## config.mk

```make
export PLATFORM = sky130hd
export DESIGN_NAME = hl1_hblur3
export DESIGN_NICKNAME = d
export VERILOG_FILES = /design/src/rtl/hl1_hblur3.sv
export SDC_FILE = /design/constraint.sdc
export NUM_CORES = 1
export LEC_CHECK = 0
export ABC_AREA = 1
export CAP_MARGIN = 25
export CORE_MARGIN = 8
export CORE_UTILIZATION = 58
export DETAILED_ROUTE_END_ITERATION = 12
export DONT_BUFFER_PORTS = 1
export PLACE_DENSITY_LB_ADDON = 0.15
export SYNTH_ARGS = -nofsm -noshare
export SYNTH_HDL_FRONTEND = slang
export SYNTH_SLANG_ARGS = --single-unit
```

## constraint.sdc

```tcl
create_clock -name CLK -period 3 [get_ports CLK]
set_clock_uncertainty 0.05 [all_clocks]
set_input_delay 0.6 -clock CLK [delete_from_list [all_inputs] [get_ports CLK]]
set_output_delay 0.6 -clock CLK [all_outputs]
set_load 0.01 [all_outputs]
```

## src/rtl/hl1_hblur3.sv

```systemverilog
// Horizontal [1 2 1]/4 smoothing with replicate edge padding, one output token per input pixel.
// Define HL1_HBLUR3_ROUND_EN for round-half-up; otherwise the divide by four truncates.
module hl1_hblur3 #(
  parameter int IMG_WIDTH = 512
) (
  input  logic        CLK,
  input  logic        RESET,
  input  logic [15:0] In1_DATA,
  input  logic        In1_SEND,
  output logic        In1_ACK,
  input  logic [15:0] In1_COUNT,
  output logic [15:0] Out1_DATA,
  output logic        Out1_SEND,
  input  logic        Out1_RDY,
  input  logic        Out1_ACK,
  output logic [15:0] Out1_COUNT
);

`ifdef HL1_HBLUR3_ROUND_EN
  localparam logic [17:0] RND = 18'd2;
`else
  localparam logic [17:0] RND = 18'd0;
`endif

  localparam logic [15:0] LAST_COL = 16'(IMG_WIDTH - 1);

  typedef enum logic [1:0] {FILL, RUN, FLUSH} state_t;

  state_t      state_q, state_d;
  logic [15:0] col_q, col_d;
  logic [15:0] a_q, a_d;
  logic [15:0] b_q, b_d;
  logic        ov_q, ov_d;
  logic [15:0] od_q, od_d;

  logic        slotFree;
  logic [17:0] runSum;
  logic [17:0] flushSum;
  logic [15:0] runAvg;
  logic [15:0] flushAvg;
  logic        unusedInputs;

  assign unusedInputs = ^{In1_COUNT, Out1_ACK};

  assign slotFree = ~ov_q | Out1_RDY;
  assign runSum   = {2'b00, a_q} + {1'b0, b_q, 1'b0} + {2'b00, In1_DATA} + RND;
  // Right edge replicates the last pixel, so its weight becomes 3.
  assign flushSum = {2'b00, a_q} + {1'b0, b_q, 1'b0} + {2'b00, b_q} + RND;
  assign runAvg   = 16'(runSum >> 2);
  assign flushAvg = 16'(flushSum >> 2);

  assign Out1_DATA  = od_q;
  assign Out1_SEND  = ov_q & Out1_RDY;
  assign Out1_COUNT = 16'h0001;

  always_comb begin
    state_d = state_q;
    col_d   = col_q;
    a_d     = a_q;
    b_d     = b_q;
    od_d    = od_q;
    ov_d    = ov_q & ~Out1_RDY;
    In1_ACK = 1'b0;
    unique case (state_q)
      FILL: begin
        In1_ACK = In1_SEND;
        if (In1_SEND) begin
          a_d     = In1_DATA;
          b_d     = In1_DATA;
          col_d   = 16'd1;
          state_d = RUN;
        end
      end
      RUN: begin
        In1_ACK = In1_SEND & slotFree;
        if (In1_SEND && slotFree) begin
          od_d  = runAvg;
          ov_d  = 1'b1;
          a_d   = b_q;
          b_d   = In1_DATA;
          col_d = col_q + 16'd1;
          if (col_q == LAST_COL) begin
            state_d = FLUSH;
          end
        end
      end
      FLUSH: begin
        if (slotFree) begin
          od_d    = flushAvg;
          ov_d    = 1'b1;
          col_d   = 16'd0;
          state_d = FILL;
        end
      end
      default: state_d = FILL;
    endcase
  end

  always_ff @(posedge CLK) begin
    if (RESET) begin
      state_q <= FILL;
      col_q   <= 16'd0;
      a_q     <= 16'd0;
      b_q     <= 16'd0;
      ov_q    <= 1'b0;
      od_q    <= 16'd0;
    end else begin
      state_q <= state_d;
      col_q   <= col_d;
      a_q     <= a_d;
      b_q     <= b_d;
      ov_q    <= ov_d;
      od_q    <= od_d;
    end
  end

endmodule

```

==> results of run 1 <==
[path summary, 6_finish.rpt]
check	startpoint	end	slack, ps	cells after the start
worst max-delay path	b_q[2]$_SDFFE_PP0P_	Out1_DATA[12]$_SDFFE_PP0P_	80	14
worst min-delay path	RESET	col_q[0]$_SDFFE_PP0P_	260	1
worst max register to register	b_q[2]$_SDFFE_PP0P_	Out1_DATA[12]$_SDFFE_PP0P_	80	14
worst min register to register	col_q[1]$_SDFFE_PP0P_	col_q[1]$_SDFFE_PP0P_	460	2
[kinds of logic after synthesis]
group	after synthesis	share of synthesized area (%)
flip-flops	67	28.2
adder cells (fa/ha/maj)	36	9.63
AND/OR/NAND/NOR	260	23.8
XOR/XNOR	18	3.32
other	2	0.158
AO/OA/AOI/OAI	192	23.1
buffers and inverters	129	11.8
[area by class of cell]
class / instances / area share (%)
inverter: 92 / 6.32
tap: 105 / 2.40
clock buffer: 10 / 2.34
sequential: 67 / 24.8
timing repair buffer: 34 / 4.67
multi-input combinational: 522 / 58.3
clock inverter: 6 / 1.21
[layer usage]
metal	wire length [µm]	GRT usage [%]	vias up
li1	-	-	2341
met1	5250	23.8	2127
met2	6080	37.2	122
met3	634	5.32	18
met4	210	6.43	0
met5	0	0	-
[state kept, by name, indices dropped and copies added (netlist names)]
| register | flops |
|---|---|
| Out1_DATA | 16 |
| a_q | 16 |
| b_q | 16 |
| col_q | 16 |
| state_q | 2 |
| ov_q | 1 |
[critical path, cell delays in order, from the launching register on]
cell     delay [ps]
dfxtp_4         360
ha_4            210
or2_2           300
nand3_1         110
nand2_2          90
buf_4           160
xor2_1          140
ha_1            370
nand2_1         180
nor2_1          240
nand3_1         150
a21oi_1         190
nor2_1           80
a21o_1          160
inv_1            50
[synth_stat cells (2+ instances only)]
library cell  instances  area share (%)
a21o_1                4            0.63
a21oi_1              61             6.4
a21oi_4               2            0.68
a31oi_1              20             2.6
buf_2                 4            0.42
buf_4                17             2.7
clkbuf_1             15             1.2
conb_1                2            0.16
dfxtp_1              67              28
ha_1                 35             9.2
inv_1                87             6.9
inv_2                 5            0.39
nand2_1             157              12
nand2_2               4            0.53
nand3_1              34             3.6
nand4_1               4            0.53
nor2_1               36             2.8
nor2_2                5            0.66
nor2_4                3            0.71
nor3_1                6            0.63
nor4_1                4            0.53
o211ai_1              2            0.32
o21a_1                5            0.79
o21ai_0              74             7.8
o21ai_1               4            0.42
o21ai_2               4            0.74
o21bai_1             11             1.7
xnor2_1               5            0.92
xor2_1               13             2.4
[power groups by stage]
stage          combinational (mW)  clock [mW]  sequential, mW
4_1_cts                      3.65       0.767            1.34
3_3_place_gp                 3.49           0            1.35
3_5_place_dp                 3.55           0            1.35
5_1_grt                      4.87       0.800            1.40
2_1_floorplan                2.70           0            1.31
6_report                     4.39       0.754            1.36
[metrics by stage]
stage	utilization (%)	total power [mW]
after floorplan	-	4.01
after CTS	63.5	5.75
after global routing	67.5	7.07
final	67.5	6.50
after detailed placement	60.5	4.90
after global placement	60.5	4.83
[timing repair]
| action | in CTS | in global routing |
|---|---|---|
| pin swaps | 5 | 19 |
| cloned | 0 | 0 |
| endpoints found under the setup margin | 4 | 10 |
| resized for setup | 8 | 65 |
| setup buffers | 0 | 11 |
| hold buffers | 0 | 0 |
==> impl_metrics.py, run 1 <==
metrics = {
    "setup_path": {
        "startpoint_type": "register",
        "cp_max_fo": 4,
        "cp_data_required_time_ps": 3250,
        "worstPathArrival_ps": 3170,
        "worstSetupPathType": "register to register",
        "end_kind": "register",
    },
    "clocking": {
        "clock_path_buffers": 2,
        "clk-insertion-delay-late_ps": 350,
        "path_clk_slew_ps": 80,
        "root_buffer": "clkbuf_8",
        "cts_buffers": 9,
        "cts_htree_levels": 3,
        "tritoncts": "built",
        "cts.sinks": 67,
    },
    "final_layout": {
        "multi_input_area_um2": 3180,
        "drive_gt1_share_pct": 18.9,
        "fillCellCount": 721,
        "final_cell_mix": "nand2_1 (151), inv_1 (85), o21ai_0 (69), dfxtp_1 (58), a21oi_1 (46)",
        "final_cells": 836,
        "area_growth_syn_to_layout_pct": 15.0,
        "diodes": 0,
        "register_area_um2": 1360,
        "nNetsFinal": 799,
        "post-route-cell-area_um2": 5470,
        "layout_commonest_cell": "nand2_1",
    },
    "yosys": {
        "synth_cell_types": 43,
        "synth-edff-count": 0,
        "syn_area_um2": 4750,
        "synthCells": 704,
        "syn_avg_cell_area_um2": 6.75,
        "yosysSeqAreaShare_pct": 28.2,
        "synth-main-ff-cell": "dfxtp_1",
        "yosys_warnings": 0,
        "synthArstFlopShare_pct": 0,
        "postSynthRegisterBits": 67,
    },
    "power_and_ir_drop": {
        "clkPwrFrac_pct": 11.6,
        "power.density_nw_per_um2": 1190,
        "peakVddDrop_v": 0.000615,
        "combPwrFrac_pct": 67.5,
        "p_int_mw": 3.25,
        "p_sw_mw": 3.26,
        "p_leak_nw": 2.53,
        "seqPwrFrac_pct": 20.9,
        "swShare_pct": 50.1,
    },
    "sta": {
        "worst_slew_pin_slew_ps": 532,
        "fin_crit_sh_pct": 97.3,
        "slew_headroom_pct": 64.5,
        "holdWs_ps": 259,
        "rsz0062_at_grt": "yes",
        "slew_viol_final": 0,
        "clock.fmax_ghz": 0.343,
        "hold_viol": 0,
        "fin_ws_ps": 81.4,
        "period_minus_slack_ps": 2920,
        "setup_viol": 0,
        "tns_ps": 0,
    },
    "floorplan": {
        "pin_count": 71,
        "start_util_pct": 58.7,
        "die_w_um": 107,
        "num_rows": 33,
        "die-area_um2": 11300,
        "die_h_um": 107,
        "core_um2": 8090,
    },
    "place": {
        "dpl.hpwl_um": 8540,
        "numPortBuffers": 0,
        "place_area_um2": 4890,
        "place_ws_ps": -120,
        "place.gp.congestion": 0.940,
        "dpl.cell_count": 809,
    },
    "global_route": {
        "track_usage_pct": 20.9,
        "grt_pass1_wl_um": 19700,
        "grt_pass1_vias": 4282,
        "grt_max_degree": 65,
        "overflow": 0,
        "grt_antenna_before_repair": 0,
    },
    "route": {
        "wl_per_cell_um": 14.6,
        "drtIter0Drc": 185,
        "drcViolationCount": 0,
        "wl_um": 12200,
        "firstDrtPassIters": 5,
        "ant_nets": 0,
        "num_vias": 4608,
        "vias_per_cell": 5.51,
    },
    "worst_hold_path": {
        "hp-class": "input pin to register",
    },
    "status": {
        "status": "finished, final reports clean",
    },
    "run": {
        "cap_violations": 0,
    },
}
(Power assumes the default switching activity.)
==> run 2, diff against run 1 <==
Settings changed: ABC_AREA 1 to default, RECOVER_POWER from default to 100.
Clock period 3 ns to 2.6 ns, I/O delays scaled along.
==> impl_metrics.py, run 2 <==
metrics = {
    "status": {
        "status": "complete, but fails checks",
        "violations": "negative setup slack",
    },
    "sta": {
        "slew_headroom_pct": 39.6,
        "slew_viol_final": 0,
        "setup_viol": 15,
        "worst_slew_pin_slew_ps": 906,
        "tns_ps": -10010,
        "hold_viol": 0,
        "fin_crit_sh_pct": 141,
        "rsz0062_at_grt": "yes",
        "fin_ws_ps": -1070,
        "clock.fmax_ghz": 0.273,
        "period_minus_slack_ps": 3670,
    },
    "final_layout": {
        "register_area_um2": 1350,
        "area_growth_syn_to_layout_pct": 27.2,
        "drive_gt1_share_pct": 30.5,
        "fillCellCount": 560,
        "nNetsFinal": 701,
        "multi_input_area_um2": 3230,
        "diodes": 0,
        "final_cells": 735,
        "final_cell_mix": "buf_4 (84), nand2_1 (65), dfxtp_1 (63), nor2_1 (49), a21oi_1 (33)",
        "layout_commonest_cell": "buf_4",
        "post-route-cell-area_um2": 5690,
    },
    "place": {
        "dpl.hpwl_um": 8050,
        "dpl.cell_count": 708,
        "place_area_um2": 5150,
        "place.gp.congestion": 0.880,
        "numPortBuffers": 0,
    },
    "clocking": {
        "path_clk_slew_ps": 80,
        "cts_buffers": 9,
        "root_buffer": "clkbuf_8",
        "cts.sinks": 67,
        "clk-insertion-delay-late_ps": 340,
        "tritoncts": "built",
        "clock_path_buffers": 2,
        "cts_htree_levels": 3,
    },
    "floorplan": {
        "num_rows": 32,
        "die_h_um": 104,
        "pin_count": 71,
        "die-area_um2": 10800,
        "core_um2": 7610,
        "die_w_um": 104,
        "start_util_pct": 58.8,
    },
    "power_and_ir_drop": {
        "peakVddDrop_v": 0.000449,
        "power.density_nw_per_um2": 674,
        "p_leak_nw": 2.41,
    },
    "global_route": {
        "grt_antenna_before_repair": 0,
        "overflow": 0,
        "grt_max_degree": 59,
        "grt_pass1_vias": 4138,
        "grt_pass1_wl_um": 19600,
        "track_usage_pct": 21.2,
    },
    "setup_path": {
        "r2r_cells": 18,
        "cp_data_required_time_ps": 2820,
        "worstSetupPathType": "register to register",
        "reg2reg_to": "Out1_DATA[15]$_SDFFE_PP0P_",
        "rrSetupSlack_ps": -1070,
        "cp_max_fo": 4,
        "startpoint_type": "register",
        "end_kind": "register",
        "rr_startpoint": "b_q[0]$_SDFFE_PP0P_",
        "worstPathArrival_ps": 3880,
        "startpoint": "b_q[0]$_SDFFE_PP0P_",
        "crit_end": "Out1_DATA[15]$_SDFFE_PP0P_",
    },
    "yosys": {
        "synth-edff-count": 0,
        "synthTopCellsByArea": "dfxtp_1 (30%), ha_1 (9.8%), nand2_1 (5.9%), a21oi_1 (5.0%), nor2_1 (4.4%)",
        "yosysSeqAreaShare_pct": 30.0,
        "synthArstFlopShare_pct": 0,
        "postSynthRegisterBits": 67,
        "synth-main-ff-cell": "dfxtp_1",
        "yosysMostFrequentCell": "nand2_1",
        "netlist_top_cells_count": "nand2_1 (70), dfxtp_1 (67), nor2_1 (53)",
        "yosys_warnings": 0,
        "syn_area_um2": 4470,
        "synthCells": 545,
        "synth_cell_types": 62,
        "yosysTopAreaCell": "dfxtp_1",
        "syn_avg_cell_area_um2": 8.21,
        "synth_top_area_share_pct": 30.0,
    },
    "worst_hold_path": {
        "hp-class": "input pin to register",
    },
    "route": {
        "firstDrtPassIters": 4,
        "ant_nets": 0,
        "wl_per_cell_um": 16.3,
        "drcViolationCount": 0,
        "drtIter0Drc": 231,
        "vias_per_cell": 5.67,
        "num_vias": 4166,
        "wl_um": 12000,
    },
    "run": {
        "cap_violations": 0,
    },
}
## run 2: cell types whose count changed after synthesis, sizes merged, moves of 18 or more
cell	delta
nand2	-92
a31oi	-18
a211oi	+23
nand3	-26
o21ai	-63
inv	-76
## run 2: how the worst min path moves through the flow
stage | start | cells past startpoint | endpoint
2_1_floorplan | b_q[15]$_SDFFE_PP0P_ | 2 | b_q[15]$_SDFFE_PP0P_
3_3_place_gp | b_q[15]$_SDFFE_PP0P_ | 2 | b_q[15]$_SDFFE_PP0P_
3_5_place_dp | b_q[15]$_SDFFE_PP0P_ | 2 | b_q[15]$_SDFFE_PP0P_
4_1_cts | RESET | 1 | b_q[15]$_SDFFE_PP0P_
5_1_grt | RESET | 1 | b_q[15]$_SDFFE_PP0P_
6_report | RESET | 1 | Out1_DATA[11]$_SDFFE_PP0P_
## run 2: cell families after synthesis
kind of cell    synth area share [%]
simple gates                    20.2
flops                           30.0
buf+inv                         6.15
xor+xnor                        4.90
other cells                    0.168
mux                             7.58
fa+ha+maj                       10.2
compound gates                  20.8
## run 2: critical path, stage by stage, from the launching register on
cell and delay, ps:
dfxtp_2 340, ha_4 160, inv_2 40, fa_2 210, nor2b_2 50, o31a_1 310, o21ai_2 200, a21oi_2 100
a211o_1 320, a21o_1 220, xor2_1 150, ha_1 320, nand2_1 110, nor2_2 150, o2111ai_4 160, nand4_1 220
buf_4 160, o2111ai_4 90, a211oi_2 240
## run 2: stage by stage
step / util, % / setup slack, ps / power [mW] / hold WS (ps)
5_1_grt: 74.8 / -1200 / 4.04 / 181
3_5_place_dp: 67.7 / -1010 / 2.72 / 426
6_report: 74.8 / -1070 / 3.84 / 186
2_1_floorplan: - / -818 / 2.22 / 409
4_1_cts: 72.1 / -956 / 3.65 / 175
3_3_place_gp: 67.7 / -908 / 2.69 / 415
## run 2: routing by layer
layer	wire length, µm	global-route usage, %	vias up
met4	144	7.34	0
met3	640	4.65	10
met1	5450	26.9	1985
met2	5720	34.5	88
met5	0	0	-
li1	-	-	2083
## run 2: where the power goes
| group | switching (mW) | internal, mW | leakage (nW) | total [mW] |
|---|---|---|---|---|
| registers | 0.0906 | 1.13 | 0.549 | 1.22 |
| clock network | 0.425 | 0.396 | 0.0884 | 0.821 |
| logic | 0.931 | 0.865 | 1.77 | 1.80 |
| total | 1.45 | 2.39 | 2.41 | 3.84 |
## run 2: final cells by class
class                      count  share of cell area (%)
clock inverter                 4                   0.440
tap                          102                    2.24
inverter                      16                    1.06
sequential                    67                    23.7
multi-input combinational    437                    56.8
timing repair buffer          97                    13.1
clock buffer                  12                    2.73
## run 2: what timing repair did
item,in CTS,in global routing
endpoints found under the hold margin,0,0
resized for setup,22,43
setup buffers,10,6
pin swaps,37,43
endpoints found under the setup margin,14,14
hold buffers,0,0
